[config.mk]
export PLATFORM = sky130hd
export DESIGN_NAME = updn_bcd_counter
export DESIGN_NICKNAME = d
export VERILOG_FILES = /design/src/rtl/updn_bcd_counter.sv
export SDC_FILE = /design/constraint.sdc
export NUM_CORES = 1
export LEC_CHECK = 0
export ABC_CLOCK_PERIOD_IN_PS = 1800
export CAP_MARGIN = 25
export CORE_UTILIZATION = 36
export CTS_CLUSTER_SIZE = 14
export DETAILED_ROUTE_END_ITERATION = 16
export PLACE_DENSITY = 0.83
export SYNTH_ARGS = -nofsm -noshare
export SYNTH_HDL_FRONTEND = slang
export SYNTH_SLANG_ARGS = --single-unit
[constraint.sdc]
create_clock -name CLK -period 1.8 [get_ports CLK]
set_clock_uncertainty 0.1 [all_clocks]
set_input_delay 0.54 -clock CLK [delete_from_list [all_inputs] [get_ports CLK]]
set_output_delay 0.54 -clock CLK [all_outputs]
set_load 0.02 [all_outputs]
[src/rtl/updn_bcd_counter.sv]
`default_nettype none
// +----------------------------------------------------------------------------+
// | Module      : updn_bcd_counter                                             |
// | Description : Binary up/down counter with combinational BCD digit decode.  |
// |               Define UPDN_SATURATE_EN to saturate at the limits instead of |
// |               wrapping (WRAP then flags a saturation hit).                 |
// | Revision    : 1.0 - initial release                                        |
// +----------------------------------------------------------------------------+
module updn_bcd_counter #(
    parameter int WIDTH = 4
) (
    input  logic             CLK,
    input  logic             RST,
    input  logic             ENABLE,
    input  logic             UPDN,
    output logic [WIDTH-1:0] VALUE,
    output logic [3:0]       HUNDREDS,
    output logic [3:0]       TENS,
    output logic [3:0]       ONES,
    output logic             WRAP
);

    localparam logic [WIDTH-1:0] c_max  = {WIDTH{1'b1}};
    localparam logic [WIDTH-1:0] c_zero = '0;
    localparam logic [WIDTH-1:0] c_one  = {{(WIDTH-1){1'b0}}, 1'b1};

    generate
        if (WIDTH < 1 || WIDTH > 8) begin : g_bad_width
            $error("updn_bcd_counter: WIDTH must be in 1..8");
        end
    endgenerate

    logic [WIDTH-1:0] r_value;
    logic             r_wrap;
    logic [WIDTH-1:0] w_next_value;
    logic             w_next_wrap;
    logic [11:0]      w_bcd;

    always_comb begin
        w_next_value = r_value;
        w_next_wrap  = 1'b0;
        if (ENABLE) begin
            if (UPDN) begin
                w_next_wrap = (r_value == c_max);
`ifdef UPDN_SATURATE_EN
                if (r_value != c_max) begin
                    w_next_value = r_value + c_one;
                end
`else
                w_next_value = r_value + c_one;
`endif
            end else begin
                w_next_wrap = (r_value == c_zero);
`ifdef UPDN_SATURATE_EN
                if (r_value != c_zero) begin
                    w_next_value = r_value - c_one;
                end
`else
                w_next_value = r_value - c_one;
`endif
            end
        end
    end

    always_ff @(posedge CLK or negedge RST) begin
        if (!RST) begin
            r_value <= '0;
            r_wrap  <= 1'b0;
        end else begin
            r_value <= w_next_value;
            r_wrap  <= w_next_wrap;
        end
    end

    // Double dabble: correct any digit >= 5 before shifting in the next bit.
    always_comb begin
        w_bcd = '0;
        for (int i = WIDTH - 1; i >= 0; i--) begin
            if (w_bcd[3:0] >= 4'd5) begin
                w_bcd[3:0] = w_bcd[3:0] + 4'd3;
            end
            if (w_bcd[7:4] >= 4'd5) begin
                w_bcd[7:4] = w_bcd[7:4] + 4'd3;
            end
            if (w_bcd[11:8] >= 4'd5) begin
                w_bcd[11:8] = w_bcd[11:8] + 4'd3;
            end
            w_bcd = {w_bcd[10:0], r_value[i]};
        end
    end

    assign VALUE    = r_value;
    assign WRAP     = r_wrap;
    assign HUNDREDS = w_bcd[11:8];
    assign TENS     = w_bcd[7:4];
    assign ONES     = w_bcd[3:0];

endmodule
`default_nettype wire

# == Yosys cells after proc, flatten, opt, wreduce, memory -nomap -nowiden ==
# Index checks and enable logic that the tools add are counted.
# word_totals
regBits,5
inputBits,4
out_inout_bits,17
elab_cells,12
# classes
n_addsub,3
order_cmp,1
eq_ne,1
n_mux,4
reduce_logical,1
# op_table
cell,n
$mux 4,2
$add 3x2->4 const B,1
$add 4x1->4 const B,1
$eq 4x4->1 const B,1
$logic_not 4->1,1
$sub 4x1->4 const B,1
$ge 3x3->1 const B,1
$mux 1,2

# == Depth between registers and ports, before layout ==
# logic_depth
ltp_word,3
ltp_mapped,5

# == Worst setup path after synthesis ==
# No wires, ideal clock.
# synth_path
path_type,register -> output
from,register r_value[1] (netlist: VALUE[1])
to,output ONES[2]
arrival_ns,1.414
t_required_ns,1.160
slack_ns,-0.254
stages_incl_launch_ff,4
path_cell_list,dfrtp_1 > inv_1 > ha_1 > a22oi_1
# synth_between
elab_chain_len,2
word_cells_on_any_way,3
# synth_lines
element,line,source
"start, declared",33,logic [WIDTH-1:0] r_value;
"start signal, assigned",70,r_value <= w_next_value;
$add 3x2->4 or $ge 3x3->1 (tied branches),"80, 79",
$mux 4 *,79,if (w_bcd[3:0] >= 4'd5) begin
"end, declared",19,"output logic [3:0] ONES,"
# Mark *: on every way between the ends. The rest lies on a longest branch, timed or not.

# == Worst setup path after layout ==
# Ends and elaborated chain as after synthesis.

==> reports/qor.txt <==
Sink Count: 5
Synthesis Warnings: 0
Seq/Total Area, Yosys: 0.260
Max-slew violation total from the final report: 0
Most common cell after layout, fill and taps aside: buf_4
Unrepaired setup endpoints after global routing: true
Most frequent cells in the layout: buf_4 (16), conb_1 (7), nand3_1 (5)
First-pass GRT wire length: 1850 µm
CP max FO: 4
Die Wd: 38.6 µm
Synth Cell Area: 482 µm²
Vias in the first global route: 456
Post-Synthesis Cells: 56
DP HPWL: 930 µm
# DRC: 0
Largest net degree at the start of global routing: 9
Critical Path RT: 1.16 ns
Die area: 1490 µm²
Leak Pwr: 0.342 nW
Port bufs: 13
Fillers: 111
DR vias: 487
# Max-Cap Violations: 0
Final #Nets: 93
Hold buffers post-CTS: 0
Num rows: 12
Initial antenna violation count: 0
Core box area: 1170 µm²
Drt first-iter violations: 6
Diode count: 0
Layout cells sized above 1: 0.446
GRT Total Usage: 0.181
Die height: 38.6 µm
Peak Freq: 0.518 GHz
Violated checks: negative setup slack
Netlist cell types: 25
CP endpoint kind: output pin
CTS Buf Count: 3
Drt via density: 5.02
Final setup vio count: 4
Routability congestion estimate: 0.755
DRT Pass-1 Iters: 4
Synthesized flop and latch total: 5
Hold Fails Final Rpt: 0
Setup ws final: -0.129 ns
Fin crit share: 1.07
Worst vdd ir: 923 µV
Post-route ant nets: 0
Worst setup SP type: flop
CTS H-Tree Depth: 1
Clock slew at reported path FFs: 0.05 ns
Critical Path AT: 1.29 ns
Outcome: complete, but fails checks
Synth Flop Type: dfrtp_1
Drt wl/cell: 12.2 µm
Initial Utilization: 0.411
Worst hold path class: primary input to asynchronous set/reset pin
Crit path kind: flop to output pin
WL final: 1180 µm
Synth Area per Inst: 8.60 µm²
Pwr Density: 1860 nW/µm²
CTS tree: yes
Post-synth EDFFs: 0
Longest Clk Path Bufs: 2
Area grow syn2layout: 53.8%
Min Tclk post-route: 1.93 ns
Clock insertion delay at the later pin of the skew report: 0.24 ns
Synth async-reset ratio: 1.00
Design Power: 1.38 mW
Number of I/O pins: 21
Fin Setup TNS: -0.356 ns
Global route total overflow: 0
CTS root buffer: clkbuf_4
-- logic make-up (layout without fill, tap and decap cells) --
| group | count (synthesis) | after routing | share of synthesized area |
|---|---|---|---|
| compound gates | 13 | 13 | 0.174 |
| xor+xnor | 2 | 2 | 0.0364 |
| fa+ha+maj | 5 | 5 | 0.145 |
| buf+inv | 14 | 35 | 0.187 |
| flops | 5 | 5 | 0.260 |
| mux | 1 | 1 | 0.0208 |
| other cells | 1 | 7 | 0.00778 |
| simple gates | 15 | 15 | 0.169 |
-- critical path: stages, from the launching register on --
cell,delay (ns)
dfrtp_2,0.45
inv_2,0.10
ha_4,0.20
a22oi_2,0.14
buf_4,0.16
-- area by class of cell --
cell class	count	area, µm²	share of cell area
sequential	5	129	0.174
clock buffer	4	26.3	0.0355
timing repair buffer	27	209	0.282
tap	14	17.5	0.0236
multi-input combinational	43	338	0.456
inverter	4	21.3	0.0287
-- where the power goes --
group / internal [mW] / switching (mW) / leakage, nW
registers: 0.168 / 0.0654 / 0.0579
logic: 0.477 / 0.534 / 0.269
clock network: 0.0840 / 0.0486 / 0.0150
-- sequential cells by signal (all words and copies together) (netlist names) --
name / cells
WRAP: 1
VALUE: 4
-- synthesized netlist by cell type, types with 2 or more instances --
master / count / area [µm²]
nand2_1: 2 / 7.51
nor3_1: 2 / 10.0
ha_1: 4 / 50.1
nand3_1: 5 / 25.0
o211ai_1: 2 / 15.0
inv_1: 4 / 15.0
dfrtp_1: 5 / 125
buf_4: 8 / 60.1
o21ai_0: 3 / 15.0
nor2_1: 2 / 7.51
o21a_1: 2 / 15.0
a21oi_1: 4 / 20.0
-- timing repair --
item,4_1_cts,5_1_grt
endpoints found under the setup margin,13,8
resized for setup,36,8
endpoints found under the hold margin,0,0
pin swaps,1,3
setup buffers,0,0
-- path summary, 6_finish.rpt --
check                                startpoint                   end  slack (ns)  depth (start not counted)
setup reg to reg           VALUE[2]$_DFFE_PN0P_  VALUE[3]$_DFFE_PN0P_        0.05                          5
max in group asynchronous                   RST  VALUE[3]$_DFFE_PN0P_        0.96                          1
hold reg to reg            VALUE[0]$_DFFE_PN0P_  VALUE[0]$_DFFE_PN0P_        0.55                          2
min in group CLK           VALUE[0]$_DFFE_PN0P_  VALUE[0]$_DFFE_PN0P_        0.55                          2
setup / recovery           VALUE[1]$_DFFE_PN0P_               ONES[2]       -0.13                          4
hold / removal                              RST        WRAP$_DFF_PN0_        0.42                          1
-- per-layer routing --
layer / wire (µm) / track usage / share of wire / vias to the layer above
li1: - / - / - / 237
met1: 488 / 0.178 / 0.41 / 235
met2: 633 / 0.354 / 0.54 / 15
met3: 61 / 0.0694 / 0.052 / 0
met4: 0 / 0.0259 / 0 / 0
met5: 0 / 0 / 0 / -
-- stage by stage --
stage | hold slack [ns] | cell area [µm²] | setup WS, ns | cells | util
6_report | 0.422 | 741 | -0.129 | 97 | 0.632
5_1_grt | 0.420 | 741 | -0.176 | 97 | 0.632
4_1_cts | 0.417 | 739 | -0.188 | 97 | 0.631
3_5_place_dp | 0.528 | 707 | -0.580 | 93 | 0.604
3_3_place_gp | 0.506 | 707 | -0.552 | 93 | 0.604
2_1_floorplan | 0.144 | 529 | -0.0142 | 62 | -
No activity file was read; power rests on OpenSTA's default activity.
